==> src/rtl/bus_pkg.sv <==
// Shared types and widths for the daisy-chained register bus initiator.
package bus_pkg;

  localparam int BUS_ADDR_W = 16;
  localparam int BUS_DATA_W = 16;

  // A read response as delivered to the host.
  typedef struct packed {
    logic [BUS_ADDR_W-1:0] addr;
    logic [BUS_DATA_W-1:0] rdata;
    logic                  err;
  } bus_rsp_t;

  localparam int BUS_RSP_W = $bits(bus_rsp_t);

  typedef enum logic {
    ST_IDLE = 1'b0,
    ST_WAIT = 1'b1
  } init_state_e;

  // Build a response; error responses never carry data.
  function automatic bus_rsp_t make_rsp(input logic [BUS_ADDR_W-1:0] addr,
                                        input logic [BUS_DATA_W-1:0] rdata,
                                        input logic                  err);
    bus_rsp_t r;
    r.addr  = addr;
    r.rdata = err ? '0 : rdata;
    r.err   = err;
    return r;
  endfunction

endpackage

==> src/rtl/sync_fifo.sv <==
// Show-ahead synchronous FIFO: the head entry is visible on dout straight
// out of the storage flops, so data pushed at an edge is readable right after it.
module sync_fifo #(
  parameter int WIDTH = 16,
  parameter int DEPTH = 4
) (
  input  logic                     clk,
  input  logic                     rst,
  input  logic                     push,
  input  logic [WIDTH-1:0]         din,
  input  logic                     pop,
  output logic [WIDTH-1:0]         dout,
  output logic [$clog2(DEPTH):0]   count
);

  localparam int PTR_W = $clog2(DEPTH);
  localparam int CNT_W = PTR_W + 1;

  logic [WIDTH-1:0] mem_q [DEPTH];
  logic [WIDTH-1:0] mem_d [DEPTH];
  logic [PTR_W-1:0] wr_ptr_q, wr_ptr_d;
  logic [PTR_W-1:0] rd_ptr_q, rd_ptr_d;
  logic [CNT_W-1:0] count_q, count_d;
  logic             do_push;
  logic             do_pop;

  assign do_pop  = pop && (count_q != '0);
  assign do_push = push && ((count_q != CNT_W'(DEPTH)) || do_pop);

  // Next-state for storage, pointers and occupancy; push and pop may coincide.
  always_comb begin
    mem_d    = mem_q;
    wr_ptr_d = wr_ptr_q;
    rd_ptr_d = rd_ptr_q;
    count_d  = count_q;
    if (do_push) begin
      mem_d[wr_ptr_q] = din;
      wr_ptr_d        = wr_ptr_q + PTR_W'(1);
    end
    if (do_pop) begin
      rd_ptr_d = rd_ptr_q + PTR_W'(1);
    end
    count_d = count_q + CNT_W'(do_push) - CNT_W'(do_pop);
  end

  // Register the FIFO state; storage clears so outputs read zero after reset.
  always_ff @(posedge clk or posedge rst) begin
    if (rst) begin
      for (int i = 0; i < DEPTH; i++) begin
        mem_q[i] <= '0;
      end
      wr_ptr_q <= '0;
      rd_ptr_q <= '0;
      count_q  <= '0;
    end else begin
      mem_q    <= mem_d;
      wr_ptr_q <= wr_ptr_d;
      rd_ptr_q <= rd_ptr_d;
      count_q  <= count_d;
    end
  end

  assign dout  = mem_q[rd_ptr_q];
  assign count = count_q;

endmodule

==> src/rtl/bus_initiator.sv <==
// Host-side initiator for the register chain: launches host commands at the
// head, matches read returns at the tail against outstanding reads, times out
// lost reads, and meters reads with credits so returns always have space.
import bus_pkg::*;

module bus_initiator #(
  parameter int MAX_OUTSTANDING = 4,
  parameter int TIMEOUT         = 255
) (
  input  logic        clk,
  input  logic        rst,
  input  logic        cmd_valid,
  output logic        cmd_ready,
  input  logic        cmd_rw,
  input  logic [15:0] cmd_addr,
  input  logic [15:0] cmd_wdata,
  output logic        rsp_valid,
  input  logic        rsp_ready,
  output logic [15:0] rsp_addr,
  output logic [15:0] rsp_rdata,
  output logic        rsp_err,
  output logic [15:0] addr_o,
  output logic [15:0] wdata_o,
  output logic        rw_o,
  output logic        valid_o,
  input  logic [15:0] addr_i,
  input  logic [15:0] rdata_i,
  input  logic        rw_i,
  input  logic        valid_i,
  output logic        busy
);

  localparam int CNT_W = $clog2(MAX_OUTSTANDING) + 1;

  logic [CNT_W-1:0]      credits_q, credits_d;
  logic [15:0]           tmo_q, tmo_d;
  logic [BUS_ADDR_W-1:0] addr_q, addr_d;
  logic [BUS_DATA_W-1:0] wdata_q, wdata_d;
  logic                  rw_q, rw_d;
  logic                  valid_q, valid_d;
  init_state_e           state_q;
  logic                  busy_q;

  logic                  cmd_fire;
  logic                  rd_fire;
  logic                  ret_read;
  logic                  ret_pop;
  logic                  tmo_fire;
  logic                  oq_pop;
  logic                  oq_empty;
  logic [CNT_W-1:0]      oq_count;
  logic [BUS_ADDR_W-1:0] oq_head;
  logic                  rsp_pop;
  logic [CNT_W-1:0]      rsp_count;
  logic [BUS_RSP_W-1:0]  rsp_bits;
  bus_rsp_t              rsp_in;
  bus_rsp_t              rsp_out;

  assign cmd_ready = !rst && (credits_q < CNT_W'(MAX_OUTSTANDING));
  assign cmd_fire  = cmd_valid && cmd_ready;
  assign rd_fire   = cmd_fire && !cmd_rw;

  assign ret_read  = valid_i && !rw_i;
  assign oq_empty  = (oq_count == '0);
  assign ret_pop   = ret_read && !oq_empty;
  assign tmo_fire  = !ret_read && !oq_empty && (tmo_q == 16'(TIMEOUT));
  assign oq_pop    = ret_pop || tmo_fire;

  assign rsp_valid = (rsp_count != '0);
  assign rsp_pop   = rsp_valid && rsp_ready;

  sync_fifo #(
    .WIDTH (BUS_ADDR_W),
    .DEPTH (MAX_OUTSTANDING)
  ) u_oq (
    .clk   (clk),
    .rst   (rst),
    .push  (rd_fire),
    .din   (cmd_addr),
    .pop   (oq_pop),
    .dout  (oq_head),
    .count (oq_count)
  );

  // Form the response for a popped read: matched return, mismatch, or timeout.
  always_comb begin
    rsp_in = make_rsp(oq_head, '0, 1'b1);
    if (ret_pop) begin
      rsp_in = make_rsp(addr_i, rdata_i, addr_i != oq_head);
    end
  end

  sync_fifo #(
    .WIDTH (BUS_RSP_W),
    .DEPTH (MAX_OUTSTANDING)
  ) u_rspq (
    .clk   (clk),
    .rst   (rst),
    .push  (oq_pop),
    .din   (rsp_in),
    .pop   (rsp_pop),
    .dout  (rsp_bits),
    .count (rsp_count)
  );

  assign rsp_out   = bus_rsp_t'(rsp_bits);
  assign rsp_addr  = rsp_out.addr;
  assign rsp_rdata = rsp_out.rdata;
  assign rsp_err   = rsp_out.err;

  // Next values for credits, the loss timer and the head-of-chain launch registers.
  always_comb begin
    credits_d = credits_q;
    case ({rd_fire, rsp_pop})
      2'b10:   credits_d = credits_q + CNT_W'(1);
      2'b01:   credits_d = credits_q - CNT_W'(1);
      default: credits_d = credits_q;
    endcase

    tmo_d = tmo_q + 16'd1;
    if (oq_empty || ret_read || tmo_fire) begin
      tmo_d = '0;
    end

    addr_d  = addr_q;
    wdata_d = wdata_q;
    rw_d    = rw_q;
    valid_d = cmd_fire;
    if (cmd_fire) begin
      addr_d  = cmd_addr;
      wdata_d = cmd_wdata;
      rw_d    = cmd_rw;
    end
  end

  // Register credits, timer and launch outputs.
  always_ff @(posedge clk or posedge rst) begin
    if (rst) begin
      credits_q <= '0;
      tmo_q     <= '0;
      addr_q    <= '0;
      wdata_q   <= '0;
      rw_q      <= 1'b0;
      valid_q   <= 1'b0;
    end else begin
      credits_q <= credits_d;
      tmo_q     <= tmo_d;
      addr_q    <= addr_d;
      wdata_q   <= wdata_d;
      rw_q      <= rw_d;
      valid_q   <= valid_d;
    end
  end

  // Track whether reads are in flight; busy is the registered WAIT indication.
  always_ff @(posedge clk or posedge rst) begin
    if (rst) begin
      state_q <= ST_IDLE;
      busy_q  <= 1'b0;
    end else begin
      case (state_q)
        ST_IDLE: begin
          if (rd_fire) begin
            state_q <= ST_WAIT;
            busy_q  <= 1'b1;
          end
        end
        ST_WAIT: begin
          if (oq_pop && (oq_count == CNT_W'(1)) && !rd_fire) begin
            state_q <= ST_IDLE;
            busy_q  <= 1'b0;
          end
        end
        default: begin
          state_q <= ST_IDLE;
          busy_q  <= 1'b0;
        end
      endcase
    end
  end

  assign addr_o  = addr_q;
  assign wdata_o = wdata_q;
  assign rw_o    = rw_q;
  assign valid_o = valid_q;
  assign busy    = busy_q;

endmodule

==> config.mk <==
export PLATFORM = sky130hd
export DESIGN_NAME = bus_initiator
export DESIGN_NICKNAME = d
export VERILOG_FILES = /design/src/rtl/bus_pkg.sv /design/src/rtl/sync_fifo.sv /design/src/rtl/bus_initiator.sv
export SDC_FILE = /design/constraint.sdc
export NUM_CORES = 1
export LEC_CHECK = 0
export CAP_MARGIN = 20
export CELL_PAD_IN_SITES_DETAIL_PLACEMENT = 0
export CELL_PAD_IN_SITES_GLOBAL_PLACEMENT = 2
export CORE_UTILIZATION = 35
export DETAILED_ROUTE_END_ITERATION = 8
export PLACE_DENSITY = 0.72
export SYNTH_ARGS = -nofsm -noshare
export SYNTH_HDL_FRONTEND = slang
export SYNTH_SLANG_ARGS = --single-unit
==> constraint.sdc <==
create_clock -name clk -period 9.2 [get_ports clk]
set_input_delay 1.38 -clock clk [delete_from_list [all_inputs] [get_ports clk]]
set_output_delay 1.38 -clock clk [all_outputs]
set_load 0.02 [all_outputs]
# Yosys cells after proc, flatten, opt, wreduce, memory -nomap -nowiden
# Index checks and enable logic that the tools add are counted.
[op_classes]
addsub = 11
magnitude_cmp = 7
n_eq_ne = 9
muxes = 22
n_bitwise = 5
n_reduce_logical = 32
[ops]
columns = ["cell", "n"]
rows = [
  ["$bwmux 132", 1],
  ["$mux 33", 4],
  ["$mux 16", 5],
  ["$bmux 33 s2", 1],
  ["$demux 33 s2", 1],
  ["$bwmux 64", 1],
  ["$bmux 16 s2", 1],
  ["$demux 16 s2", 1],
  ["$add 16x1->16 const B", 1],
  ["$eq 16x8->1 const B", 1],
  ["$logic_and 1x1->1", 16],
  ["$ne 16x16->1", 1],
  ["$ge 3x3->1 const B", 4],
  ["$not 2->3", 4],
  ["$add 2x1->2 const B", 4],
  ["$add 3x1->3", 2],
  ["$logic_not 1->1", 6],
  ["$lt 3x1->1 const B", 2],
  ["$ne 3x3->1 const B", 2],
  ["$pmux 3 s2", 1],
  ["$reduce_bool 3->1", 2],
  ["$sub 3x1->3", 2],
  ["$logic_or 1x1->1", 5],
  ["$mux 1", 4],
  ["other kinds (13)", 14],
]
[totals]
reg_bits = 265
output_inout_bits = 70

# Logic depth before layout (Yosys ltp)
# Gate-level depths: netlist of the first run.
[depth]
depth_word = 11
ltp_mapped = 11
depth_no_buf = 11

# By module
# From an unflattened synthesis of the first run, not the netlist that was laid out.
[hier_totals]
cells_unflattened = 803
hier_area_um2 = 12186.7
[modules_own_cells]
columns = ["mod", "n_inst", "cells_each", "area_per_inst_um2", "seq_area_each_um2"]
rows = [
  ["sync_fifo at u_rspq", 1, 355, 6134.6, 3478.3],
  ["sync_fifo at u_oq", 1, 190, 3176.8, 1776.7],
  ["bus_initiator", 1, 258, 2875.3, 1376.3],
]

# Worst setup path after synthesis of the first run
# Ideal clock, no wire load.
[synth_path]
path_type = "input to register"
start = "input port rst"
end = "register u_oq.count_q[1] (netlist: u_oq.count[1])"
setup_time_ns = 0.135
t_arrival_ns = 3.377
required_time_ns = 9.065
slack_ns = 5.687
path_stages = 8
path_cell_list = "nor2_1 > and2_1 > buf_2 > nor2b_1 > inv_1 > a41oi_4 > ha_1 > fa_1"
[synth_via]
elab_chain_cells = 7
[synth_lines]
columns = ["item", "line_no", "text"]
rows = [
  ["from (decl)", "bus_initiator.sv:11", "input logic rst,"],
  ["$logic_not 1->1 (no line)", "--", ""],
  ["$logic_and 1x1->1", "bus_initiator.sv:59", "assign cmd_ready = !rst && (credits_q < CNT_W'(MAX_OUTSTANDING));"],
  ["$logic_and 1x1->1", "bus_initiator.sv:60", "assign cmd_fire = cmd_valid && cmd_ready;"],
  ["$logic_and 1x1->1", "bus_initiator.sv:61", "assign rd_fire = cmd_fire && !cmd_rw;"],
  ["$logic_and 1x1->1", "sync_fifo.sv:28", "assign do_push = push && ((count_q != CNT_W'(DEPTH)) || do_pop);"],
  ["named net u_oq.do_push", "sync_fifo.sv:24", "logic do_push;"],
  ["$add 3x1->3", "sync_fifo.sv:43", "count_d = count_q + CNT_W'(do_push) - CNT_W'(do_pop);"],
  ["$sub 3x1->3", "sync_fifo.sv:43", ""],
  ["named net u_oq.count_d[1]", "sync_fifo.sv:23", "logic [CNT_W-1:0] count_q, count_d;"],
  ["to (signal assigned)", "sync_fifo.sv:59", "count_q <= count_d;"],
  ["to (decl)", "sync_fifo.sv:23", ""],
]
# The timed path passes the listed nets, and every way through them passes these cells.
# A chain may end at the register's enable or synchronous reset.

# Worst setup path after layout of the first run
[layout_path]
start = "register u_rspq.rd_ptr_q[1]"
end = "output port rsp_err"
[layout_via]
elab_chain_cells = 4
[layout_lines]
columns = ["item", "line_no", "text"]
rows = [
  ["from (decl)", "sync_fifo.sv:22", "logic [PTR_W-1:0] rd_ptr_q, rd_ptr_d;"],
  ["from (signal assigned)", "sync_fifo.sv:58", "rd_ptr_q <= rd_ptr_d;"],
  ["$not 2->3 (not written as such)", "sync_fifo.sv:63", "assign dout = mem_q[rd_ptr_q];"],
  ["$bmux 33 s2", "sync_fifo.sv:63", ""],
  ["$mux 33 (not written as such) (2 in a row)", "sync_fifo.sv:63", ""],
  ["to (decl)", "bus_initiator.sv:21", "output logic rsp_err,"],
]
# No other way between the ends. The select of a mux whose other input is x is not followed.

==> metrics.csv, run 1 <==
stage;metric;value;unit
setup_path;regToRegStartpoint;u_oq.rd_ptr_q[0]$_DFFE_PP0P_;
finish;antenna_cells;0;
synthesis;synthArstFlopShare;100.0;%
setup_path;crit_path_end_kind;output pin;
timing;tns;0;ns
place;hpwl;17.33;mm
finish;register_area;6633;um2
setup_path;regToRegSetupSlack;5.77;ns
finish;final_nets;1160;
clocking;post-cts-setup-buffers;0;
finish;drive_above_1_share;20.35;%
die;die_h;190.6;um
die;start_util;35.77;%
route;drt-pass1-iter-count;4;
finish;multi_input_area;5415;um2
finish;nFillCells;3216;
clocking;cts_resized;0;
setup_path;worstPathArrival;3.14;ns
synthesis;synth_ff_type;dfrtp_1;
setup_path;rr_endpoint;u_rspq.mem_q[111]$_DFFE_PP0P_;
die;rows;68;
finish;fin_util;43.97;%
job;maxCapViolations;0;
clocking;cts_root_buf;clkbuf_16;
timing;rsz0062_at_grt;no;
place;place_congestion;0.6956;
setup_path;crit_path_max_incr_delay;0.95;ns
min_path;hold_depth;1;
setup_path;cp.required;7.82;ns
die;die_w;190.6;um
clocking;clk_latency;0.56;ns
clocking;clock_sinks;265;
clocking;ctsHoldBuffers;0;
timing;fin_crit_sh;49.13;%
synthesis;ys_warn_count;0;
synthesis;syn-cell-area;12450;um2
min_path;hp-start;state_q$_DFF_PP0_;
timing;slew_headroom;29.65;%
global_route;grtUsageTotal;16.09;%
route;finalWirelength;28.34;mm
route;drtAntennaViolNets;0;
pwr;ir_drop;0.1637;mV
clocking;cts_tree;built;
clocking;ctsHtreeMaxLevel;1;
route;wl_per_cell;18.27;um
clocking;numCtsBuffers;31;
timing;finalCriticalPeriod;4.520;ns
route;drc;0;
setup_path;slowest_stage;dfrtp_1;
route;drt_iter0_markers;434;
setup_path;path_cells;buf_4, mux4_2, clkdlybuf4s50_1;
place;pre_cts_slack;4.322;ns
synthesis;syn-num-nets;1043;
synthesis;ys_types;47;
timing;worst_slew_pin_slew;1.055;ns
route;vias_per_cell;5.050;
timing;hold_violations;0;
synthesis;synth_seq_area_share;53.27;%
global_route;antenna_found_initial;0;
timing;max_freq;0.2212;GHz
clocking;clk_pin_slew;0.06;ns
pwr;pwr_density_cell;331.5;nW/um2
global_route;grt_pass1_wl;46.56;mm
clocking;clk_path_buf_depth;3;
synthesis;synth-seq-cells;265;
die;io_pins;141;
timing;finalClockSkew;0.01164;ns
place;port_buffers;140;
timing;hold_ws;0.4363;ns
synthesis;synth-edff-count;0;
synthesis;synth_cells;955;
min_path;hold_end;busy$_DFFE_PP0P_;
global_route;grt_pass1_vias;8395;
min_path;hold_path_class;register to register;
route;vias;7833;
die;core;34800;um2
timing;maxSlewViolCount;0;
pwr;power.leakage;0.007268;uW
finish;syn_to_final_growth;22.91;%
setup_path;crit_path_max_fanout;18;
global_route;grt-ovfl-total;0;
setup_path;r2r_cells;7;
setup_path;crit_path_start_kind;register;
global_route;grt_max_degree;174;
synthesis;avgSynthCellArea;13.03;um2
setup_path;crit_type;register to output pin;
die;die_area;36320;um2
timing;setup_slack;4.680;ns
run_status;status;complete, no violations;
timing;final-setup-viol-count;0;
[where the power goes]
part	total (uW)	internal, uW	leakage (uW)	switching (uW)
sequential	1840	1580	0.00334	265
clock	1300	807	0.000547	488
combinational	1930	984	0.00338	951
[final cells by class]
class / instances / share of cell area, %
clock buffers: 44 / 6.043
clock inverters: 13 / 1.145
inverters: 19 / 0.5152
multi-input cells: 603 / 35.39
flip-flops and latches: 265 / 43.35
well taps: 455 / 3.721
repair buffers: 152 / 9.830
[through the flow]
step           instances  power (uW)  area [um2]
2_1_floorplan        955        3141       12450
3_3_place_gp        1494        3791       14200
3_5_place_dp        1494        3827       14200
4_1_cts             1551        5156       15300
5_1_grt             1551        5410       15300
6_report            1551        5071       15300
[sequential cells by signal, summed over array words and instances (netlist names)]
register and count:
addr_o 16, busy 1, u_rspq.mem_q 132, tmo_q 16, u_oq.mem_q 64, u_oq.wr_ptr_q 2
u_rspq.rd_ptr_q 2, credits_q 3, rw_o 1, state_q 1, u_rspq.wr_ptr_q 2, wdata_o 16
u_oq.count 3, u_oq.rd_ptr_q 2, u_rspq.count 3, valid_o 1
[kinds of logic after synthesis]
kind of cell	count (synthesis)	share of synthesized area (%)
AOI/OAI and AO/OA	163	9.840
xor gates and xnor gates	42	2.955
adders and majority gates	17	1.890
buffers and inverters	87	3.337
DFF	265	53.27
muxes	164	19.64
and+or+nand+nor	217	9.066
[critical path: cells and delay by family, from the launching register on]
| family | cells | cell delay, ns |
|---|---|---|
| multiplexers | 1 | 0.59 |
| buffers and inverters | 2 | 1.03 |
| flip-flops | 1 | 0.95 |
[cells in the final DEF, fill, tap and decap left out, types with 6 or more instances in the layout]
| cell | n |
|---|---|
| xnor2_1 | 30 |
| buf_4 | 11 |
| mux2i_1 | 23 |
| and3_1 | 6 |
| mux2_4 | 41 |
| mux2_2 | 58 |
| nand2_1 | 13 |
| a211oi_1 | 6 |
| a21oi_1 | 75 |
| clkinv_2 | 6 |
| mux4_2 | 42 |
| xor2_1 | 12 |
| nor2_1 | 93 |
| nor2b_1 | 66 |
| ha_1 | 14 |
| dfrtp_1 | 264 |
| and2_1 | 8 |
| inv_1 | 18 |
| clkdlybuf4s50_1 | 140 |
| a41o_1 | 64 |
| clkbuf_16 | 31 |
| nand3_1 | 8 |
| clkbuf_8 | 10 |
[worst max path at each step]
stage	start	endpoint
floorplan	rst	addr_o[0]$_DFFE_PP0P_
global placement	valid_i	u_rspq.mem_q[73]$_DFFE_PP0P_
detailed placement	valid_i	u_rspq.mem_q[35]$_DFFE_PP0P_
CTS	u_rspq.rd_ptr_q[1]$_DFFE_PP0P_	rsp_err
global route	u_rspq.rd_ptr_q[1]$_DFFE_PP0P_	rsp_err
finish	u_rspq.rd_ptr_q[1]$_DFFE_PP0P_	rsp_err
[Yosys cell counts (4+ instances only)]
cell	number	area [um2]
buf_6	4	45.04
xnor2_1	30	262.8
inv_1	19	71.32
a31oi_1	4	25.02
a41o_1	64	640.6
xor2_1	12	105.1
buf_2	26	130.1
dfrtp_1	265	6631
and2_1	12	75.07
a211oi_1	6	45.04
nand2_4	4	45.04
nor2b_1	66	412.9
buf_4	6	45.04
nand3_1	8	40.04
buf_1	13	48.80
and3_1	6	37.54
nor2_1	93	349.1
mux2i_1	23	230.2
mux2_4	41	615.6
mux4_2	42	945.9
nand2_1	13	48.80
a21oi_1	75	375.4
ha_1	14	175.2
mux2_2	58	653.1
clkbuf_1	16	60.06
[per-layer routing]
layer  track usage [%]  routed length, um  vias to the layer above
li1                  -                  -                     3702
met1             22.75              13620                     3952
met2             25.40              12920                      144
met3             3.294               1348                       35
met4             3.446                442                        0
met5                 0                  0                        -
Power figures use the tool's default switching activity.
==> inputs of run 2 (changes only) <==
--- a/config.mk
+++ b/config.mk
@@ -8,9 +8,9 @@
 export CAP_MARGIN = 20
 export CELL_PAD_IN_SITES_DETAIL_PLACEMENT = 0
 export CELL_PAD_IN_SITES_GLOBAL_PLACEMENT = 2
-export CORE_UTILIZATION = 35
+export CORE_UTILIZATION = 39
 export DETAILED_ROUTE_END_ITERATION = 8
-export PLACE_DENSITY = 0.72
+export PLACE_DENSITY = 0.76
 export SYNTH_ARGS = -nofsm -noshare
 export SYNTH_HDL_FRONTEND = slang
 export SYNTH_SLANG_ARGS = --single-unit
==> constraint.sdc (replaced) <==
create_clock -name clk -period 4.65 [get_ports clk]
set_input_delay 0.6975 -clock clk [delete_from_list [all_inputs] [get_ports clk]]
set_output_delay 0.6975 -clock clk [all_outputs]
set_load 0.02 [all_outputs]
==> metrics.csv, run 2 (same netlist as run 1, synthesis figures left out) <==
stage;metric;value;unit;change
route;drtAntennaViolNets;0;;unchanged
clocking;clk_pin_slew;0.06;ns;about the same
min_path;hold_path_class;register to register;;
die;die_h;180.7;um;-5.2%
clocking;clk_latency;0.55;ns;about the same
timing;max_freq;0.2833;GHz;
pwr;power;9886;uW;+95%
setup_path;crit_path_start_kind;register;;
global_route;grt_pass1_wl;45.80;mm;-1.6%
place;hpwl;17.48;mm;+0.86%
job;maxCapViolations;0;;unchanged
finish;register_area;6633;um2;unchanged
route;finalWirelength;27.92;mm;-1.5%
timing;maxSlewViolCount;0;;unchanged
pwr;power.leakage;0.007268;uW;about the same
setup_path;crit_path_end_kind;output pin;;
route;vias;7921;;+1.1%
timing;hold_violations;0;;unchanged
clocking;ctsHtreeMaxLevel;1;;unchanged
finish;final_common_cell;dfrtp_1;;
min_path;hold_depth;1;;unchanged
timing;tns;0;ns;unchanged
global_route;grt-ovfl-total;0;;unchanged
finish;final_cell_mix;264 x dfrtp_1, 140 x clkdlybuf4s50_1, 93 x nor2_1;;
timing;fin_crit_sh;75.91;%;
finish;largest-register;u_rspq.mem_q;;
run_status;status;complete, no violations;;
finish;final_nets;1168;;+0.69%
setup_path;crit_path_max_incr_delay;0.64;ns;-0.31 ns
route;vias_per_cell;5.263;;+4.2%
place;place_congestion;0.7208;;+3.6%
route;drt_iter0_markers;382;;-12%
die;core;31470;um2;-9.6%
global_route;grtUsageTotal;17.43;%;+1.3 points
timing;slew_headroom;39.81;%;+10 points
setup_path;slowest_stage;mux4_2;;
global_route;antenna_found_initial;1;;+1
route;wl_per_cell;18.55;um;+1.5%
setup_path;rr_endpoint;u_rspq.mem_q[80]$_DFFE_PP0P_;;
timing;finalCriticalPeriod;3.530;ns;
global_route;grt_max_degree;84;;-52%
pwr;ir_drop;0.3674;mV;+120%
finish;drive_above_1_share;20.42;%;+0.071 points
clocking;ctsHoldBuffers;0;;unchanged
finish;largest_register_ffs;132;;unchanged
setup_path;regToRegStartpoint;u_oq.rd_ptr_q[1]$_DFFE_PP0P_;;
setup_path;cp.required;3.95;ns;-3.87 ns
route;drt-pass1-iter-count;4;;unchanged
timing;finalClockSkew;0.01458;ns;+0.002943 ns
clocking;numCtsBuffers;31;;unchanged
finish;nFillCells;2824;;-12%
die;io_pins;141;;unchanged
setup_path;crit_type;register to output pin;;
place;port_buffers;140;;unchanged
setup_path;regToRegSetupSlack;1.40;ns;-4.37 ns
clocking;post-cts-setup-buffers;0;;unchanged
clocking;cts_tree;built;;
timing;setup_slack;1.120;ns;-3.559 ns
clocking;clk_path_buf_depth;3;;unchanged
pwr;pwr_density_cell;648.6;nW/um2;+96%
setup_path;crit_path_max_fanout;27;;+9
place;pre_cts_slack;1.380;ns;-2.942 ns
finish;reg_top3;u_rspq.mem_q: 132 flops, u_oq.mem_q: 64 flops;;
setup_path;path_cells;buf_4, mux4_2, clkdlybuf4s50_1;;
timing;final-setup-viol-count;0;;unchanged
timing;rsz0062_at_grt;no;;
min_path;hp-start;state_q$_DFF_PP0_;;
timing;worst_slew_pin_slew;0.9029;ns;-0.1523 ns
die;die_w;180.7;um;-5.2%
min_path;hold_end;busy$_DFFE_PP0P_;;
clocking;cts_root_buf;clkbuf_16;;
global_route;grt_pass1_vias;8293;;-1.2%
route;drc;0;;unchanged
die;rows;65;;-4.4%
finish;syn_to_final_growth;22.45;%;
clocking;cts_resized;0;;unchanged
die;start_util;39.55;%;+3.8 points
finish;multi_input_area;5415;um2;unchanged
clocking;clock_sinks;265;;unchanged
die;die_area;32640;um2;-10%
setup_path;r2r_cells;8;;+1
setup_path;worstPathArrival;2.83;ns;-0.31 ns
==> run 2: stage by stage <==
step                hold slack [ns]  util (%)  area (um2)  instances
floorplan                    0.4108         -       12450        955
global placement             0.4256     45.20       14230       1449
detailed placement           0.4411     45.20       14230       1449
CTS                          0.4387     48.42       15240       1504
global route                 0.4657     48.43       15240       1505
finish                       0.4355     48.43       15240       1505
==> run 2: layout make-up <==
cell class / instances / area share (%)
Antenna cell: 1 / 0.01642
Clock buffer: 46 / 5.984
Clock inverter: 9 / 0.6649
Inverter: 19 / 0.4925
Multi-Input combinational cell: 603 / 35.52
Sequential cell: 265 / 43.51
Tap cell: 402 / 3.300
Timing Repair Buffer: 160 / 10.51
==> run 2: where the power goes <==
group	total (uW)	internal, uW	leakage, uW	switching (uW)
clock	2390	1450	0.000500	938
combinational	3860	1970	0.00343	1890
sequential	3630	3120	0.00334	513
total	9890	6540	0.00727	3340
==> run 2: how the worst max path moves through the flow <==
| stage | from | end | depth (start not counted) |
|---|---|---|---|
| global placement | addr_i[10] | u_rspq.mem_q[82]$_DFFE_PP0P_ | 8 |
| CTS | u_rspq.rd_ptr_q[0]$_DFFE_PP0P_ | rsp_addr[13] | 3 |
| global route | u_rspq.rd_ptr_q[0]$_DFFE_PP0P_ | rsp_addr[13] | 3 |
| floorplan | rst | addr_o[0]$_DFFE_PP0P_ | 1 |
| finish | u_rspq.rd_ptr_q[0]$_DFFE_PP0P_ | rsp_addr[13] | 3 |
| detailed placement | valid_i | u_rspq.mem_q[99]$_DFFE_PP0P_ | 7 |
==> run 2: critical path: cells and delay by family, from the launching register on <==
family   cells  cell delay [ns]
buf+inv      2             1.12
mux          1             0.64
flops        1             0.51
==> run 2: metal layers <==
metal	GRT usage (%)	vias to the layer above	wire (um)
li1	-	3715	-
met1	24.22	3992	13030
met2	28.03	168	12950
met3	3.436	46	1417
met4	4.171	0	515
met5	0	-	0
==> inputs of run 3 (changes only) <==
==> constraint.sdc (replaced) <==
create_clock -name clk -period 3.5 [get_ports clk]
set_input_delay 0.525 -clock clk [delete_from_list [all_inputs] [get_ports clk]]
set_output_delay 0.525 -clock clk [all_outputs]
set_load 0.02 [all_outputs]
==> metrics.csv, run 3 (same netlist as run 1, synthesis figures left out) <==
stage;metric;value;unit;change
clocking;post-cts-setup-buffers;0;;unchanged
route;wl_met1;13.54;mm;+3.9%
place;port_buffers;140;;unchanged
run_status;status;complete, no violations;;
clocking;cts_root_buf;clkbuf_16;;
die;start_util;39.55;%;unchanged
min_path;hold_path_class;register to register;;
place;hpwl;17.81;mm;+1.9%
place;place_congestion;0.6998;;-2.9%
die;die_h;180.7;um;unchanged
clocking;clk_pin_slew;0.06;ns;about the same
die;die_w;180.7;um;unchanged
clocking;clk_path_buf_depth;3;;unchanged
timing;finalClockSkew;0.009697;ns;-0.004886 ns
route;wl_met2;12.19;mm;-5.9%
pwr;power;13040;uW;+32%
pwr;pwr_density_cell;851.1;nW/um2;+31%
global_route;grt_pass1_wl;45.61;mm;-0.42%
setup_path;worstPathArrival;2.59;ns;-0.24 ns
timing;worst_slew_pin_slew;0.9013;ns;-0.001620 ns
timing;fin_crit_sh;88.87;%;
global_route;antenna_found_initial;2;;+1
pwr;ir_drop;0.4894;mV;+33%
die;core;31470;um2;unchanged
clocking;ctsHoldBuffers;0;;unchanged
die;rows;65;;unchanged
finish;reg_top3;u_rspq.mem_q: 132 flops, u_oq.mem_q: 64 flops;;
finish;fin_util;48.69;%;+0.25 points
setup_path;path_cells;buf_4, mux4_2, clkdlybuf4s50_1;;
timing;slew_headroom;39.79;%;about the same
route;vias;7846;;-0.95%
setup_path;cp.required;2.97;ns;-0.98 ns
finish;final_cell_mix;264 x dfrtp_1, 140 x clkdlybuf4s50_1, 93 x nor2_1;;
setup_path;crit_type;register to output pin;;
route;drc;0;;unchanged
route;drt-pass1-iter-count;4;;unchanged
finish;largest-register;u_rspq.mem_q;;
global_route;grtUsageTotal;17.36;%;-0.072 points
global_route;grt-ovfl-total;0;;unchanged
timing;hold_violations;0;;unchanged
clocking;numCtsBuffers;29;;-6.5%
finish;largest_register_ffs;132;;unchanged
global_route;grt_max_degree;69;;-18%
setup_path;crit_path_max_fanout;12;;-56%
global_route;grt_pass1_vias;8201;;-1.1%
finish;final_common_cell;dfrtp_1;;
pwr;power.leakage;0.007301;uW;+0.46%
die;die_area;32640;um2;unchanged
timing;setup_slack;0.3896;ns;-0.7306 ns
clocking;cts_tree;built;;
setup_path;crit_path_max_incr_delay;0.77;ns;+0.13 ns
clocking;clock_sinks;265;;unchanged
timing;rsz0062_at_grt;no;;
route;route.met3.wl;1.378;mm;-2.8%
finish;final_nets;1173;;+0.43%
job;maxCapViolations;0;;unchanged
setup_path;crit_path_start_kind;register;;
setup_path;slowest_stage;dfrtp_1;;
route;drtAntennaViolNets;0;;unchanged
timing;final-setup-viol-count;0;;unchanged
clocking;ctsHtreeMaxLevel;1;;unchanged
finish;syn_to_final_growth;23.10;%;
clocking;cts_resized;0;;unchanged
route;drt_iter0_markers;295;;-23%
route;finalWirelength;27.65;mm;-0.96%
route;vias_per_cell;5.193;;-1.3%
route;wl_per_cell;18.30;um;-1.4%
timing;max_freq;0.3215;GHz;
timing;maxSlewViolCount;0;;unchanged
clocking;clk_latency;0.54;ns;about the same
route;top_layer_used;met4;;
finish;drive_above_1_share;20.87;%;+0.45 points
setup_path;crit_path_end_kind;output pin;;
die;io_pins;141;;unchanged
place;pre_cts_slack;0.5587;ns;-0.8214 ns
timing;finalCriticalPeriod;3.110;ns;
-- run 3: cell count changes in the layout (fill, tap and decap cells not counted), sizes merged --
cell	change
inv	+1
clkinvlp	-1
diode	+1
bufinv	-1
clkinv	-1
buf	+7
-- run 3: worst paths after layout --
| check | startpoint | end | slack, ns | depth (start not counted) |
|---|---|---|---|---|
| setup / recovery | u_rspq.rd_ptr_q[1]$_DFFE_PP0P_ | rsp_rdata[9] | 0.39 | 3 |
| hold / removal | state_q$_DFF_PP0_ | busy$_DFFE_PP0P_ | 0.43 | 1 |
| setup reg to reg | u_oq.rd_ptr_q[1]$_DFFE_PP0P_ | u_rspq.mem_q[48]$_DFFE_PP0P_ | 0.53 | 7 |
| hold reg to reg | state_q$_DFF_PP0_ | busy$_DFFE_PP0P_ | 0.43 | 1 |
| max in group asynchronous | rst | u_rspq.mem_q[88]$_DFFE_PP0P_ | 2.18 | 3 |
| min in group asynchronous | rst | u_oq.mem_q[30]$_DFFE_PP0P_ | 0.54 | 2 |
-- run 3: report_power, final --
group	switching (uW)	internal (uW)	total (uW)	leakage, uW
registers	655	4150	4800	0.00334
clock network	1220	1820	3040	0.000482
logic	2540	2660	5200	0.00348
-- run 3: layout make-up --
| cell class | count | area, um2 |
|---|---|---|
| diodes | 2 | 5.005 |
| inverters | 19 | 75.07 |
| clock inverters | 7 | 63.81 |
| repair buffers | 167 | 1729 |
| multi-input cells | 603 | 5415 |
| fillers | 2783 | 16150 |
| clock buffers | 46 | 899.6 |
| flip-flops and latches | 265 | 6633 |
| well taps | 402 | 503.0 |
-- run 3: per-layer routing --
| layer | track usage [%] | vias up |
|---|---|---|
| met4 | 4.342 | 0 |
| met2 | 26.21 | 162 |
| met5 | 0 | - |
| met1 | 25.30 | 3923 |
| li1 | - | 3723 |
| met3 | 3.779 | 38 |
-- run 3: worst max-delay path: cells and delay by family (launching register included) --
kind | cells | cell delay (ns)
buf+inv | 2 | 0.91
mux | 1 | 0.36
flops | 1 | 0.77
-- run 3: per-stage QoR --
stage	TNS, ns	cells	hold WS [ns]	cell area, um2
3_5_place_dp	0	1456	0.4242	14360
5_1_grt	0	1510	0.4533	15320
6_report	0	1511	0.4268	15320
3_3_place_gp	0	1456	0.4227	14360
2_1_floorplan	-138.46	955	0.4108	12450
4_1_cts	0	1509	0.4298	15320
